--- src/rtl/rv32i_decode_stage.sv ---
// rv32i_decode_stage: fetch->execute pipeline register with full RV32I field
// extraction, immediate generation and legality checking.
// Optional build macro: RV32I_DECODE_SKID_EN selects a two-entry skid buffer
// (registered in_ready). When it is undefined, a single output register is used,
// and in_ready depends combinationally on out_ready.
module rv32i_decode_stage #(
  parameter int unsigned PC_WIDTH = 32
) (
  input  logic                clk,
  input  logic                rst_n,
  input  logic                flush,
  input  logic                in_valid,
  output logic                in_ready,
  input  logic [PC_WIDTH-1:0] in_pc,
  input  logic [31:0]         in_inst,
  output logic                out_valid,
  input  logic                out_ready,
  output logic [PC_WIDTH-1:0] out_pc,
  output logic [31:0]         out_inst,
  output logic [6:0]          out_opcode,
  output logic [4:0]          out_rd,
  output logic [4:0]          out_rs1,
  output logic [4:0]          out_rs2,
  output logic [2:0]          out_funct3,
  output logic [6:0]          out_funct7,
  output logic [11:0]         out_funct12,
  output logic [31:0]         out_imm,
  output logic                out_decode_error
);

  typedef enum logic [6:0] {
    OPC_LOAD   = 7'h03,
    OPC_OP_IMM = 7'h13,
    OPC_AUIPC  = 7'h17,
    OPC_STORE  = 7'h23,
    OPC_OP     = 7'h33,
    OPC_LUI    = 7'h37,
    OPC_BRANCH = 7'h63,
    OPC_JALR   = 7'h67,
    OPC_JAL    = 7'h6F,
    OPC_SYSTEM = 7'h73
  } opcode_e;

  typedef struct packed {
    logic [PC_WIDTH-1:0] pc;
    logic [31:0]         inst;
    logic [31:0]         imm;
    logic                err;
  } beat_t;

  logic [2:0]  dec_f3;
  logic [6:0]  dec_f7;
  logic [11:0] dec_f12;
  logic [4:0]  dec_rd;
  logic [4:0]  dec_rs1;
  logic [31:0] dec_imm;
  logic        dec_err;
  beat_t       in_beat;

  beat_t main_q;
  logic  main_valid_q;
  logic  rdy_en_q;
  logic  in_fire;
  logic  out_fire;

  assign dec_f3  = in_inst[14:12];
  assign dec_f7  = in_inst[31:25];
  assign dec_f12 = in_inst[31:20];
  assign dec_rd  = in_inst[11:7];
  assign dec_rs1 = in_inst[19:15];

  // Immediate selection and RV32I legality check for the incoming instruction
  always_comb begin
    dec_imm = {{20{in_inst[31]}}, in_inst[31:20]};
    dec_err = 1'b0;
    case (opcode_e'(in_inst[6:0]))
      OPC_STORE: begin
        dec_imm = {{20{in_inst[31]}}, in_inst[31:25], in_inst[11:7]};
        dec_err = (dec_f3 > 3'd2);
      end
      OPC_LUI, OPC_AUIPC: begin
        dec_imm = {in_inst[31:12], 12'b0};
      end
      OPC_JAL: begin
        dec_imm = {{11{in_inst[31]}}, in_inst[31], in_inst[19:12], in_inst[20],
                   in_inst[30:21], 1'b0};
      end
      OPC_BRANCH: begin
        dec_imm = {{19{in_inst[31]}}, in_inst[31], in_inst[7], in_inst[30:25],
                   in_inst[11:8], 1'b0};
        dec_err = (dec_f3 == 3'd2) || (dec_f3 == 3'd3);
      end
      OPC_LOAD: begin
        dec_err = !((dec_f3 == 3'd0) || (dec_f3 == 3'd1) || (dec_f3 == 3'd2) ||
                    (dec_f3 == 3'd4) || (dec_f3 == 3'd5));
      end
      OPC_JALR: begin
        dec_err = (dec_f3 != 3'd0);
      end
      OPC_OP: begin
        dec_err = !((dec_f7 == 7'h00) ||
                    ((dec_f7 == 7'h20) && ((dec_f3 == 3'd0) || (dec_f3 == 3'd5))));
      end
      OPC_OP_IMM: begin
        if (dec_f3 == 3'd1) begin
          dec_err = (dec_f7 != 7'h00);
        end else if (dec_f3 == 3'd5) begin
          dec_err = !((dec_f7 == 7'h00) || (dec_f7 == 7'h20));
        end
      end
      OPC_SYSTEM: begin
        dec_err = (dec_f3 != 3'd0) ||
                  !((dec_f12 == 12'h000) || (dec_f12 == 12'h001)) ||
                  (dec_rd != 5'd0) || (dec_rs1 != 5'd0);
      end
      // Unknown opcodes, including any with inst[1:0] != 2'b11
      default: begin
        dec_err = 1'b1;
      end
    endcase
  end

  assign in_beat = '{pc: in_pc, inst: in_inst, imm: dec_imm, err: dec_err};

  // in_ready stays low through reset and goes high one cycle after release
  always_ff @(posedge clk or negedge rst_n) begin
    if (!rst_n) begin
      rdy_en_q <= 1'b0;
    end else begin
      rdy_en_q <= 1'b1;
    end
  end

  assign in_fire  = in_valid && in_ready;
  assign out_fire = main_valid_q && out_ready;

`ifdef RV32I_DECODE_SKID_EN
  beat_t skid_q;
  logic  skid_valid_q;

  // Only a full skid slot blocks upstream, so out_ready never reaches in_ready
  assign in_ready = rdy_en_q && !flush && !skid_valid_q;

  // Main register feeds the output; skid catches the beat accepted on the first
  // stall cycle and refills main before any newer beat can enter.
  always_ff @(posedge clk or negedge rst_n) begin
    if (!rst_n) begin
      main_q       <= '0;
      main_valid_q <= 1'b0;
      skid_q       <= '0;
      skid_valid_q <= 1'b0;
    end else if (flush) begin
      main_valid_q <= 1'b0;
      skid_valid_q <= 1'b0;
    end else if (!main_valid_q || out_fire) begin
      if (skid_valid_q) begin
        main_q       <= skid_q;
        main_valid_q <= 1'b1;
        skid_valid_q <= 1'b0;
      end else begin
        if (in_fire) begin
          main_q <= in_beat;
        end
        main_valid_q <= in_fire;
      end
    end else if (in_fire) begin
      skid_q       <= in_beat;
      skid_valid_q <= 1'b1;
    end
  end
`else
  assign in_ready = rdy_en_q && !flush && (!main_valid_q || out_ready);

  // Single output register, refilled whenever it is empty or being drained
  always_ff @(posedge clk or negedge rst_n) begin
    if (!rst_n) begin
      main_q       <= '0;
      main_valid_q <= 1'b0;
    end else if (flush) begin
      main_valid_q <= 1'b0;
    end else if (!main_valid_q || out_fire) begin
      if (in_fire) begin
        main_q <= in_beat;
      end
      main_valid_q <= in_fire;
    end
  end
`endif

  assign out_valid        = main_valid_q;
  assign out_pc           = main_q.pc;
  assign out_inst         = main_q.inst;
  assign out_opcode       = main_q.inst[6:0];
  assign out_rd           = main_q.inst[11:7];
  assign out_rs1          = main_q.inst[19:15];
  assign out_rs2          = main_q.inst[24:20];
  assign out_funct3       = main_q.inst[14:12];
  assign out_funct7       = main_q.inst[31:25];
  assign out_funct12      = main_q.inst[31:20];
  assign out_imm          = main_q.imm;
  assign out_decode_error = main_q.err;

endmodule

--- config.mk ---
export PLATFORM = sky130hd
export DESIGN_NAME = rv32i_decode_stage
export DESIGN_NICKNAME = d
export VERILOG_FILES = /design/src/rtl/rv32i_decode_stage.sv
export SDC_FILE = /design/constraint.sdc
export NUM_CORES = 1
export LEC_CHECK = 0
export BUFFER_PORTS_ARGS = -buffer_cell sky130_fd_sc_hd__clkbuf_2
export CORE_MARGIN = 1
export CORE_UTILIZATION = 40
export DETAILED_ROUTE_END_ITERATION = 8
export PLACE_DENSITY_LB_ADDON = 0.05
export SLEW_MARGIN = 20
export SYNTH_ARGS = -nofsm -noshare
export SYNTH_HDL_FRONTEND = slang
export SYNTH_SLANG_ARGS = --single-unit
--- constraint.sdc ---
create_clock -name clk -period 1.9 [get_ports clk]
set_input_delay 0.38 -clock clk [delete_from_list [all_inputs] [get_ports clk]]
set_output_delay 0.38 -clock clk [all_outputs]
set_load 0.01 [all_outputs]
==> After elaboration in Yosys (flattened, before gate mapping) <==
Index checks and enable logic that the tools add are counted.
{ "classes": {"n_lt_le_gt_ge": 1, "eq_ne": 17, "mux": 6, "bitwise_logic": 1, "n_reduce_logical": 36} }
{ "ops": {"columns": ["cell", "count"], "rows": [
  ["31-bit case mux with 4 select lines", 1],
  ["7-bit by 6-bit equality test with 1-bit output, second input constant", 4],
  ["7-bit equality test, second input constant", 4],
  ["7-bit by 5-bit equality test with 1-bit output, second input constant", 2],
  ["1-bit logical OR", 14],
  ["12-bit by 1-bit equality test with 1-bit output, second input constant", 1],
  ["12-bit logical NOT", 1],
  ["5-bit nonzero test", 2],
  ["1-bit case mux with 8 select lines", 1],
  ["7-bit by 2-bit equality test with 1-bit output, second input constant", 1],
  ["7-bit logical NOT", 1],
  ["7-bit nonzero test", 1],
  ["3-bit by 2-bit equality test with 1-bit output, second input constant", 2],
  ["3-bit equality test, second input constant", 2],
  ["1-bit logical NOT", 6],
  ["1-bit logical AND", 5],
  ["1-bit 2-to-1 mux", 4],
  ["3-bit by 1-bit equality test with 1-bit output, second input constant", 1],
  ["3-bit by 2-bit greater-than comparator with 1-bit output, second input constant", 1],
  ["3-bit logical NOT", 1],
  ["3-bit AND reduction", 1],
  ["3-bit nonzero test", 1],
  ["3-bit OR reduction", 1],
  ["2-bit nonzero test", 1],
  ["2 further kinds", 2]
]} }
{ "word_totals": {"reg_bits": 99, "input_bits": 69} }

==> Depth between registers and ports, before layout <==
{ "depth": {"depth_word": 7, "depth_mapped": 8, "mapped_depth_nobuf": 5} }

==> Least setup slack after synthesis <==
No wires, ideal clock.
{ "synth_path": {"kind": "input port to flip-flop", "start": "in out_ready", "end": "reg main_q (netlist bit out_inst[10])", "setup_ns": 0.125, "arrival_ns": 1.507, "slack_ns": 0.269, "cell_stages": 6, "path_buffers": 2, "cell_sequence": "nand2b_1 and3b_1 buf_2 nand2_1 buf_2 mux2_2"} }
{ "synth_between": {"elab_chain_cells": 4} }
{ "synth_lines": {"columns": ["element", "line_no", "text"], "rows": [
  ["start, declared", "17", "input logic out_ready,"],
  ["1-bit logical OR", "172", "assign in_ready = rdy_en_q && !flush && (!main_valid_q || out_ready);"],
  ["1-bit logical AND", "172", null],
  ["via in_ready", "13", "output logic in_ready,"],
  ["1-bit logical AND", "134", "assign in_fire = in_valid && in_ready;"],
  ["3-bit AND reduction (no line)", null, null],
  ["end signal, assigned", "183", "main_q <= in_beat;"],
  ["end, declared", "60", "beat_t main_q;"]
]} }
The timed path passes the listed nets, and every way through them passes these cells.
A chain may end at the register's enable or synchronous reset.

==> Worst setup path in the final report <==
{ "layout_path": {"start": "reg main_valid_q, in the netlist out_valid", "end": "out in_ready"} }
{ "layout_between": {"elab_chain_cells": 3} }
{ "layout_lines": {"columns": ["element", "line_no", "text"], "rows": [
  ["start, declared", "61", "logic main_valid_q;"],
  ["start signal, assigned", "185", "main_valid_q <= in_fire;"],
  ["1-bit logical NOT", "172", null],
  ["1-bit logical OR", "172", null],
  ["1-bit logical AND", "172", null],
  ["end, declared", "13", null]
]} }
Every way passes these cells.

==> flow_summary.yaml <==
run_status:
  status: "completed"
sta:
  slew_violations: 0
  rsz0062_at_grt: "no"
  whs_ns: 0.03781
  post-route-min-period_ns: 1.696
  fin_tns_setup_ns: 0
  max_slew_margin_pct: 44.22
  fin_crit_sh_pct: 89.26
  fin_ws_ns: 0.2041
  fin_skew_ns: 0.01048
  worst_pin_slew_ns: 0.8350
  setup_violations: 0
  clock.fmax_ghz: 0.5897
  finalHoldViolCount: 0
clocking:
  cts_buffer_depth: 2
  cts_root_buf: "clkbuf_8"
  cts-resized-gates: 0
  numCtsBuffers: 9
  clk_latency_ns: 0.36
  cts_tree: "built"
  hold_buffers: 0
  cts.clk_slew.worst_paths_ns: 0.10
  h-tree-depth: 3
  post-cts-setup-buffers: 0
  cts_sinks: 98
drt:
  vias: 3303
  drc_errors: 0
  drt_iter0_drc: 107
  dr.pass1.iters: 4
  wirelength_um: 10280
  wire_per_inst_um: 14.99
  vias_per_cell: 4.815
  ant_nets: 0
setup_path:
  crit_path_end_kind: "primary output"
  cp_max_fo: 3
  worstSetupStartpoint: "out_valid$_DFFE_PN0P_"
  slowest_delay_ns: 0.39
  crit_required_ns: 1.52
  worstPathCellList: "nand2b_1 -> and3b_1 -> buf_4 -> clkbuf_2"
  critical_path_class: "flip-flop to primary output"
  critPathLaunchType: "flip-flop"
  crit_family: "flip-flops"
  cp.arrival_ns: 1.32
  reg2reg_from: "out_valid$_DFFE_PN0P_"
  path_buf_inv: 2
  cp_slowest_cell: "dfrtp_1"
global_routing:
  grt_pass1_vias: 3272
  grt_pass1_wl_um: 16840
  antenna_found_initial: 0
  grt-ovfl-total: 0
  grt_use_total_pct: 19.01
  grt_start_max_net_pins: 99
synthesis:
  syn-instance-count: 372
  ys_ff_latch: 98
  synth_top_cells_by_count: "98 x dfrtp_1, 61 x mux2_2, 48 x buf_4"
  synthArstFlopShare_pct: 100.0
  synth_area_sq_mm: 0.004404
  avgSynthCellArea_sq_um: 11.84
  yosysMostFrequentCell: "dfrtp_1"
  synth_cell_type_count: 39
  synth_edf_count: 0
  synth_area_leaders: "dfrtp_1 56%, mux2_2 16%, buf_4 8.2%, nand2_1 2.8%, a21oi_1 2.6%"
  synth.yosys.warnings: 0
  syn_nets: 441
  synth_ff_type: "dfrtp_1"
  synthDominantCellAreaShare_pct: 55.68
  netlist.top_cell.by_area: "dfrtp_1"
  ys_seq_area_share_pct: 55.68
die:
  dieWidth_um: 106.9
  die_h_um: 106.9
  io_pins: 212
  core_sq_mm: 0.01051
  die-area_sq_mm: 0.01143
  num_rows: 37
  initial_utilization_pct: 41.91
placed_design:
  portBuffers: 211
  place_ws_ns: 0.02643
  dp_cells: 670
  dp_hpwl_um: 7549
  routabilityCongestion: 0.8151
layout:
  fin_nets: 614
  area_delta_synth_final_pct: 26.59
  num_antenna_cells: 0
  drive_gt1_share_pct: 56.18
  final_cells: 686
min_path:
  hold_path.class: "input pin to asynchronous set/reset pin"
power_and_ir_drop:
  power_density_mw_per_mm2: 1038
  vdd_drop_max_mv: 0.5309
  p_leak_nw: 2.856
run:
  cap_violations: 0
==> state kept, by name, summed over array words and instances, names as in the netlist <==
register          flops
out_pc               32
out_valid             1
out_imm              31
out_decode_error      1
out_inst             32
rdy_en_q              1
==> cell usage in the layout, fill, tap and decap left out, drive strengths merged, types with 3 or more instances in the layout <==
cell type / instances
a22oi: 4
mux2: 61
nand2: 33
nand2b: 3
nor3: 4
buf: 17
nor2: 9
nor2b: 3
clkbuf: 221
o21ai: 32
nor4: 4
a22o: 6
dfrtp: 98
inv: 4
a21oi: 25
==> power by group <==
part / internal [W] / switching (W)
Clock: 0.000786 / 0.000734
Sequential: 0.00248 / 0.000250
Combinational: 0.000740 / 0.000799
Total: 0.00401 / 0.00178
==> path summary, 6_finish.rpt <==
check	endpoint	slack (ns)	depth (start not counted)
worst min-delay path	out_inst[22]$_DFFE_PN0P_	0.04	2
worst max-delay path	in_ready	0.20	4
min in group clk	out_valid$_DFFE_PN0P_	0.22	2
worst max register to register	out_imm[8]$_DFFE_PN0P_	0.37	5
worst min register to register	out_imm[2]$_DFFE_PN0P_	0.49	2
max in group asynchronous	out_inst[0]$_DFFE_PN0P_	1.40	2
==> worst register-to-register path, stage by stage, from the launching register on <==
cell and delay (ns):
dfrtp_1 0.39, nand2b_1 0.09, and3b_1 0.23, nand2_4 0.12
nor2_1 0.45, a22o_1 0.21
==> layer usage <==
layer / vias to the layer above / track usage [%] / share of wire [%]
li1: 1593 / - / -
met1: 1565 / 25.55 / 45
met2: 134 / 30.51 / 48
met3: 11 / 3.222 / 5.6
met4: 0 / 7.730 / 1.7
met5: - / 0 / 0
==> cells by family (layout without fill, tap and decap cells) <==
family / after synthesis / after routing / synth area share (%)
AOI/OAI and AO/OA: 75 / 75 / 10.26
muxes: 61 / 61 / 15.60
buffers and inverters: 68 / 246 / 10.45
other: 1 / 1 / 0.08515
DFF: 98 / 98 / 55.68
and+or+nand+nor: 69 / 69 / 7.926
==> metrics by stage <==
step | area [sq um] | power, W | util (%)
3_3_place_gp | 5349 | 0.004314 | 50.90
6_report | 5575 | 0.005789 | 53.05
4_1_cts | 5575 | 0.005873 | 53.05
5_1_grt | 5575 | 0.006126 | 53.05
3_5_place_dp | 5349 | 0.004341 | 50.90
2_1_floorplan | 4404 | 0.003748 | -
==> layout make-up <==
cell class / instances / area, sq um
flip-flops and latches: 98 / 2452
clock buffers: 11 / 141.4
repair buffers: 227 / 1216
fillers: 954 / 4933
multi-input cells: 206 / 1499
clock inverters: 5 / 85.08
well taps: 136 / 170.2
inverters: 3 / 11.26
Power figures use the tool's default switching activity.
